<file path="src/rtl/dec_gpr_wb_queue_if.sv">
// Handshake bundle between the late-writeback producers/consumers and the GPR writeback queue.
// The master side drives results, the port-2 free flag and the decode read addresses.
interface dec_gpr_wb_queue_if #(
    parameter int unsigned DEPTH_LOG2 = 2
);
    logic                  ld_wen;
    logic [4:0]            ld_waddr;
    logic [31:0]           ld_wd;
    logic                  ld_ready;
    logic                  div_wen;
    logic [4:0]            div_waddr;
    logic [31:0]           div_wd;
    logic                  div_ready;
    logic                  port_free;
    logic                  wen2;
    logic [4:0]            waddr2;
    logic [31:0]           wd2;
    logic [4:0]            raddr0;
    logic [4:0]            raddr1;
    logic                  pend0;
    logic                  pend1;
    logic [31:0]           fwd_d0;
    logic [31:0]           fwd_d1;
    logic [DEPTH_LOG2:0]   wbq_count;
    logic                  wbq_empty;

    modport master (
        output ld_wen, ld_waddr, ld_wd, div_wen, div_waddr, div_wd, port_free, raddr0, raddr1,
        input  ld_ready, div_ready, wen2, waddr2, wd2, pend0, pend1, fwd_d0, fwd_d1,
        input  wbq_count, wbq_empty
    );

    modport slave (
        input  ld_wen, ld_waddr, ld_wd, div_wen, div_waddr, div_wd, port_free, raddr0, raddr1,
        output ld_ready, div_ready, wen2, waddr2, wd2, pend0, pend1, fwd_d0, fwd_d1,
        output wbq_count, wbq_empty
    );
endinterface

</file>
<file path="src/rtl/dec_gpr_wb_queue.sv">
// In-order late-writeback queue feeding GPR write port 2 from load returns and the divider,
// with pending-write hazard lookup and youngest-entry forwarding for two decode reads.
module dec_gpr_wb_queue #(
    parameter int unsigned DEPTH      = 4,
    parameter int unsigned DEPTH_LOG2 = 2
) (
    input logic               clk,
    input logic               rst_l,
    dec_gpr_wb_queue_if.slave bus
);
    typedef logic [DEPTH_LOG2-1:0] ptr_t;
    typedef logic [DEPTH_LOG2:0]   cnt_t;

    ptr_t             wr_ptr_q;
    ptr_t             rd_ptr_q;
    cnt_t             count_q;
    logic [DEPTH-1:0] valid_q;
    logic [4:0]       addr_q [DEPTH];
    logic [31:0]      data_q [DEPTH];

    cnt_t free;
    logic empty;
    logic ld_ready;
    logic div_ready;
    logic ld_enq;
    logic div_enq;
    logic pop;
    ptr_t div_slot;
    cnt_t enq_cnt;

    // Room is judged on registered occupancy only; a same-cycle pop does not add space.
    assign free      = cnt_t'(DEPTH) - count_q;
    assign empty     = (count_q == '0);
    assign ld_ready  = rst_l & (free != '0);
    assign div_ready = rst_l & ((free >= cnt_t'(2)) | ((free == cnt_t'(1)) & ~bus.ld_wen));

    // Writes to x0 complete the handshake but never occupy an entry.
    assign ld_enq   = bus.ld_wen & ld_ready & (bus.ld_waddr != '0);
    assign div_enq  = bus.div_wen & div_ready & (bus.div_waddr != '0);
    assign div_slot = wr_ptr_q + ptr_t'(ld_enq);
    assign enq_cnt  = cnt_t'(ld_enq) + cnt_t'(div_enq);
    assign pop      = rst_l & ~empty & bus.port_free;

    always_ff @(posedge clk) begin
        if (!rst_l) begin
            wr_ptr_q <= '0;
            rd_ptr_q <= '0;
            count_q  <= '0;
            valid_q  <= '0;
        end else begin
            if (pop) begin
                valid_q[rd_ptr_q] <= 1'b0;
                rd_ptr_q          <= rd_ptr_q + ptr_t'(1);
            end
            if (ld_enq) begin
                valid_q[wr_ptr_q] <= 1'b1;
            end
            if (div_enq) begin
                valid_q[div_slot] <= 1'b1;
            end
            wr_ptr_q <= wr_ptr_q + ptr_t'(enq_cnt);
            count_q  <= count_q + enq_cnt - cnt_t'(pop);
        end
    end

    always_ff @(posedge clk) begin
        if (ld_enq) begin
            addr_q[wr_ptr_q] <= bus.ld_waddr;
            data_q[wr_ptr_q] <= bus.ld_wd;
        end
        if (div_enq) begin
            addr_q[div_slot] <= bus.div_waddr;
            data_q[div_slot] <= bus.div_wd;
        end
    end

    // Walk oldest to youngest so the last match wins the forwarded data.
    logic        pend0_c;
    logic        pend1_c;
    logic [31:0] fwd0_c;
    logic [31:0] fwd1_c;
    ptr_t        idx;

    always_comb begin
        pend0_c = 1'b0;
        pend1_c = 1'b0;
        fwd0_c  = '0;
        fwd1_c  = '0;
        idx     = rd_ptr_q;
        for (int k = 0; k < DEPTH; k++) begin
            idx = rd_ptr_q + ptr_t'(k);
            if (valid_q[idx] && (addr_q[idx] == bus.raddr0) && (bus.raddr0 != '0)) begin
                pend0_c = 1'b1;
                fwd0_c  = data_q[idx];
            end
            if (valid_q[idx] && (addr_q[idx] == bus.raddr1) && (bus.raddr1 != '0)) begin
                pend1_c = 1'b1;
                fwd1_c  = data_q[idx];
            end
        end
    end

    assign bus.ld_ready  = ld_ready;
    assign bus.div_ready = div_ready;
    assign bus.wen2      = pop;
    assign bus.waddr2    = (empty || !rst_l) ? 5'd0 : addr_q[rd_ptr_q];
    assign bus.wd2       = (empty || !rst_l) ? 32'd0 : data_q[rd_ptr_q];
    assign bus.pend0     = rst_l & pend0_c;
    assign bus.pend1     = rst_l & pend1_c;
    assign bus.fwd_d0    = rst_l ? fwd0_c : 32'd0;
    assign bus.fwd_d1    = rst_l ? fwd1_c : 32'd0;
    assign bus.wbq_count = count_q;
    assign bus.wbq_empty = empty;
endmodule

</file>
<file path="src/flat_wrapper.sv">
// flat-port wrapper written by rule: the top's interface ports become plain ports
module dec_gpr_wb_queue_flat 
#(
    parameter int unsigned DEPTH      = 4,
    parameter int unsigned DEPTH_LOG2 = 2
)
  (clk, rst_l, bus_ld_wen, bus_ld_waddr, bus_ld_wd, bus_div_wen, bus_div_waddr, bus_div_wd, bus_port_free, bus_raddr0, bus_raddr1, bus_ld_ready, bus_div_ready, bus_wen2, bus_waddr2, bus_wd2, bus_pend0, bus_pend1, bus_fwd_d0, bus_fwd_d1, bus_wbq_count, bus_wbq_empty);
  dec_gpr_wb_queue_if #(.DEPTH_LOG2(DEPTH_LOG2)) bus_i ();
  input logic clk;
  input logic rst_l;
  input wire logic [$bits(bus_i.ld_wen)-1:0] bus_ld_wen;
  input wire logic [$bits(bus_i.ld_waddr)-1:0] bus_ld_waddr;
  input wire logic [$bits(bus_i.ld_wd)-1:0] bus_ld_wd;
  input wire logic [$bits(bus_i.div_wen)-1:0] bus_div_wen;
  input wire logic [$bits(bus_i.div_waddr)-1:0] bus_div_waddr;
  input wire logic [$bits(bus_i.div_wd)-1:0] bus_div_wd;
  input wire logic [$bits(bus_i.port_free)-1:0] bus_port_free;
  input wire logic [$bits(bus_i.raddr0)-1:0] bus_raddr0;
  input wire logic [$bits(bus_i.raddr1)-1:0] bus_raddr1;
  output wire logic [$bits(bus_i.ld_ready)-1:0] bus_ld_ready;
  output wire logic [$bits(bus_i.div_ready)-1:0] bus_div_ready;
  output wire logic [$bits(bus_i.wen2)-1:0] bus_wen2;
  output wire logic [$bits(bus_i.waddr2)-1:0] bus_waddr2;
  output wire logic [$bits(bus_i.wd2)-1:0] bus_wd2;
  output wire logic [$bits(bus_i.pend0)-1:0] bus_pend0;
  output wire logic [$bits(bus_i.pend1)-1:0] bus_pend1;
  output wire logic [$bits(bus_i.fwd_d0)-1:0] bus_fwd_d0;
  output wire logic [$bits(bus_i.fwd_d1)-1:0] bus_fwd_d1;
  output wire logic [$bits(bus_i.wbq_count)-1:0] bus_wbq_count;
  output wire logic [$bits(bus_i.wbq_empty)-1:0] bus_wbq_empty;
  assign bus_i.ld_wen = bus_ld_wen;
  assign bus_i.ld_waddr = bus_ld_waddr;
  assign bus_i.ld_wd = bus_ld_wd;
  assign bus_i.div_wen = bus_div_wen;
  assign bus_i.div_waddr = bus_div_waddr;
  assign bus_i.div_wd = bus_div_wd;
  assign bus_i.port_free = bus_port_free;
  assign bus_i.raddr0 = bus_raddr0;
  assign bus_i.raddr1 = bus_raddr1;
  assign bus_ld_ready = bus_i.ld_ready;
  assign bus_div_ready = bus_i.div_ready;
  assign bus_wen2 = bus_i.wen2;
  assign bus_waddr2 = bus_i.waddr2;
  assign bus_wd2 = bus_i.wd2;
  assign bus_pend0 = bus_i.pend0;
  assign bus_pend1 = bus_i.pend1;
  assign bus_fwd_d0 = bus_i.fwd_d0;
  assign bus_fwd_d1 = bus_i.fwd_d1;
  assign bus_wbq_count = bus_i.wbq_count;
  assign bus_wbq_empty = bus_i.wbq_empty;
  dec_gpr_wb_queue #(.DEPTH(DEPTH), .DEPTH_LOG2(DEPTH_LOG2)) u_core (.clk(clk), .rst_l(rst_l), .bus(bus_i));
endmodule
</file>
<file path="config.mk">
export PLATFORM = sky130hd
export DESIGN_NAME = dec_gpr_wb_queue_flat
export DESIGN_NICKNAME = d
export VERILOG_FILES = /design/src/rtl/dec_gpr_wb_queue_if.sv /design/src/rtl/dec_gpr_wb_queue.sv /design/src/flat_wrapper.sv
export SDC_FILE = /design/constraint.sdc
export NUM_CORES = 1
export LEC_CHECK = 0
export BUFFER_PORTS_ARGS = -buffer_cell sky130_fd_sc_hd__buf_2
export CORE_UTILIZATION = 35
export DETAILED_ROUTE_END_ITERATION = 10
export PLACE_DENSITY = 0.64
export SLEW_MARGIN = 20
export SYNTH_ARGS = -nofsm -noshare
export SYNTH_HDL_FRONTEND = slang
export SYNTH_SLANG_ARGS = --single-unit
</file>
<file path="constraint.sdc">
create_clock -name clk -period 6.77 [get_ports clk]
set_clock_uncertainty 0.15 [all_clocks]
set_input_delay 0 -clock clk [delete_from_list [all_inputs] [get_ports clk]]
set_output_delay 0 -clock clk [all_outputs]
set_load 0.02 [all_outputs]
</file>
==> impl_metrics.yaml <==
status:
  status: "finished clean"
timing:
  fin_crit_ps: 5150
  final_hold_viol_count: 0
  period_share: 0.761
  tightest_slew_ps: 1070
  fin_tns_setup_ps: 0
  finalSetupViolations: 0
  relSlewSlack: 0.285
  fmax_mhz: 194
  rsz0062_at_grt: "false"
  drv_slew: 0
power:
  p_per_area_nw_per_um2: 286
  vdd_ir_drop_max_mv: 0.254
  p_leak_nw: 6.03
placement:
  dp_cells: 1806
  portBuffers: 198
  hpwlAfterDp_um: 28500
  gp_congestion: 0.924
logic_synthesis:
  async_flop_share: 0
  synth_cells: 1185
  synth_ff_type: "edfxtp_1"
  synth-seq-cells: 161
  synth_area_um2: 13500
  syn_area_per_cell_um2: 11.4
  synth_fp_nets: 1290
  synthDistinctLibCells: 44
  seq_area_frac_synth: 0.348
  synth_edf_count: 148
  yosys_warnings: 0
layout:
  drive_above_1_share: 0.400
  fillCellCount: 3625
  layout_commonest_cell: "mux2_2"
  instances_no_fill: 1951
  layout_common_cells: "mux2_2, buf_2, edfxtp_1, nand2_1, dlygate4sd3_1"
  area_delta_synth_final_pct: 23.7
  num-nets-final: 1531
global_route:
  antenna_found_initial: 0
  grt_max_degree: 82
  grt_pass1_wl_um: 66800
  grt-ovfl-total: 0
  track_usage: 0.226
  grt_pass1_vias: 11569
worst_setup_path:
  r2r-end: "u_core.addr_q[0][1]"
  rr_startpoint: "u_core.bus.wbq_count[1]"
  cp-end-kind: "output port"
  cp-start-kind: "flop"
  critical_path_class: "reg -> out"
  critPathArrivalTime_ps: 5000
  rrSetupSlack_ps: 2350
  required_ps: 6620
  cp_max_fo: 44
  r2r_cells: 11
clock_tree:
  htree_levels: 4
  root_buffer: "clkbuf_16"
  cts_tree: "built"
  cts_sinks: 161
  cts_buffers: 17
  clkSlewWorstSetupHoldPaths_ps: 70
  insertion_delay_ps: 430
  clk_path_buf_depth: 2
job:
  max_cap_viol_count: 0
detailed_routing:
  wire_per_inst_um: 23.0
  drtAntennaViolNets: 0
  post-route-drc-count: 0
  vias: 11236
  drtIter0Drc: 877
  drtPass1Iterations: 5
  drt-vias-per-instance: 5.76
  wirelength_um: 44800
floorplanning:
  coreArea_um2: 37800
  die-area_um2: 39400
  dieWidth_um: 199
  rows: 71
  start_util: 0.357
  io_pins: 199
  die_y_um: 199
worst_hold_path:
  hold_path_class: "in -> reg"
  holdCritStartpoint: "bus_port_free"
  holdPathStages: 4
per-stage QoR:
stage                     hold slack [ps]  utilization  cell area [um^2]  setup slack, ps  power, mW
after floorplan                      69.9            -             13500             2250       3.04
after global placement                189        0.396             15000             1950       3.65
after detailed placement              195        0.396             15000             1800       3.69
after CTS                            26.8        0.441             16700             1310       4.78
after global routing                 81.8        0.442             16700             1320       5.02
final                                37.2        0.442             16700             1620       4.78
power breakdown:
part	leakage (nW)	switching (mW)	total, mW	internal [mW]
clock network	0.290	0.423	1.01	0.585
registers	1.46	0.158	1.49	1.33
logic	4.28	1.27	2.28	1.01
Yosys cell counts (all sizes together) (3+ instances only):
library cell  instances  share of area
a221oi                3         0.0019
o21a                  6         0.0033
nor4                  3         0.0014
clkbuf               71          0.020
a21oi                37          0.014
inv                  15         0.0042
and2                 46          0.021
mux2i                70          0.052
a21boi                4         0.0022
nor2b                 3         0.0014
nor3                  5         0.0019
and3                 61          0.028
ha                   15          0.014
xnor2                38          0.025
buf                  41          0.015
xor2                 10         0.0065
nand2b                3         0.0014
edfxtp              148           0.33
dfxtp                13          0.019
nand2               129          0.036
mux4                 87           0.14
o21bai                3         0.0017
mux2                210           0.17
nand3                 4         0.0015
nor2                 39          0.011
nand4                 8         0.0037
nand3b                5         0.0028
a221o                31          0.023
o211ai               29          0.016
o21ai                34          0.013
per-layer routing:
metal  wire length, um  share of wire  GRT usage
met1             18000           0.40      0.279
met2             22100           0.49      0.389
met3              3270          0.073     0.0407
met4              1360          0.030     0.0929
met5                 0              0          0
worst max path at each step:
stage / endpoint / cells past startpoint / from
final: bus_fwd_d1[6] / 10 / u_core.rd_ptr_q[0]
after global routing: bus_fwd_d1[6] / 10 / u_core.rd_ptr_q[0]
after CTS: bus_fwd_d0[29] / 11 / u_core.rd_ptr_q[0]
after detailed placement: bus_fwd_d0[29] / 11 / u_core.rd_ptr_q[0]
after global placement: bus_fwd_d0[29] / 11 / u_core.rd_ptr_q[0]
after floorplan: u_core.addr_q[2][0] / 10 / u_core.bus.wbq_count[0]
layout make-up:
type                    count  area [um^2]  area share
diodes                      1         2.50    0.000150
flip-flops and latches    161         4710       0.282
repair buffers            334         2310       0.138
multi-input cells         897         8400       0.502
well taps                 511          639      0.0382
clock buffers              17          425      0.0254
clock inverters            15          181      0.0108
inverters                  15         56.3     0.00337
critical path: stages (launching register included):
cell	delay (ps)
dfxtp_4	760
buf_4	630
buf_4	690
mux2i_1	160
mux2_2	320
xor2_1	140
nand4_1	120
or3_2	910
o211ai_1	250
and3_1	260
buf_2	190
sequential cells by signal, summed over array words and instances, names as in the netlist, named ones only:
| signal | flops |
|---|---|
| u_core.valid_q | 4 |
| u_core.bus.wbq_count | 3 |
| u_core.rd_ptr_q | 2 |
| u_core.wr_ptr_q | 2 |
| u_core.addr_q | 20 |
| u_core.data_q | 128 |
cell families after synthesis:
family	Yosys count	share of synthesized area
XOR/XNOR	48	0.0311
AO/OA/AOI/OAI	156	0.0806
flip-flops	161	0.348
buffers and inverters	127	0.0386
multiplexers	367	0.372
adder cells (fa/ha/maj)	16	0.0154
AND/OR/NAND/NOR	310	0.115
what timing repair did:
action	4_1_cts	5_1_grt
gates resized for setup	0	0
hold buffers	111	0
setup buffers	0	0
endpoints found under the hold margin	148	0
No activity file was read; power rests on OpenSTA's default activity.
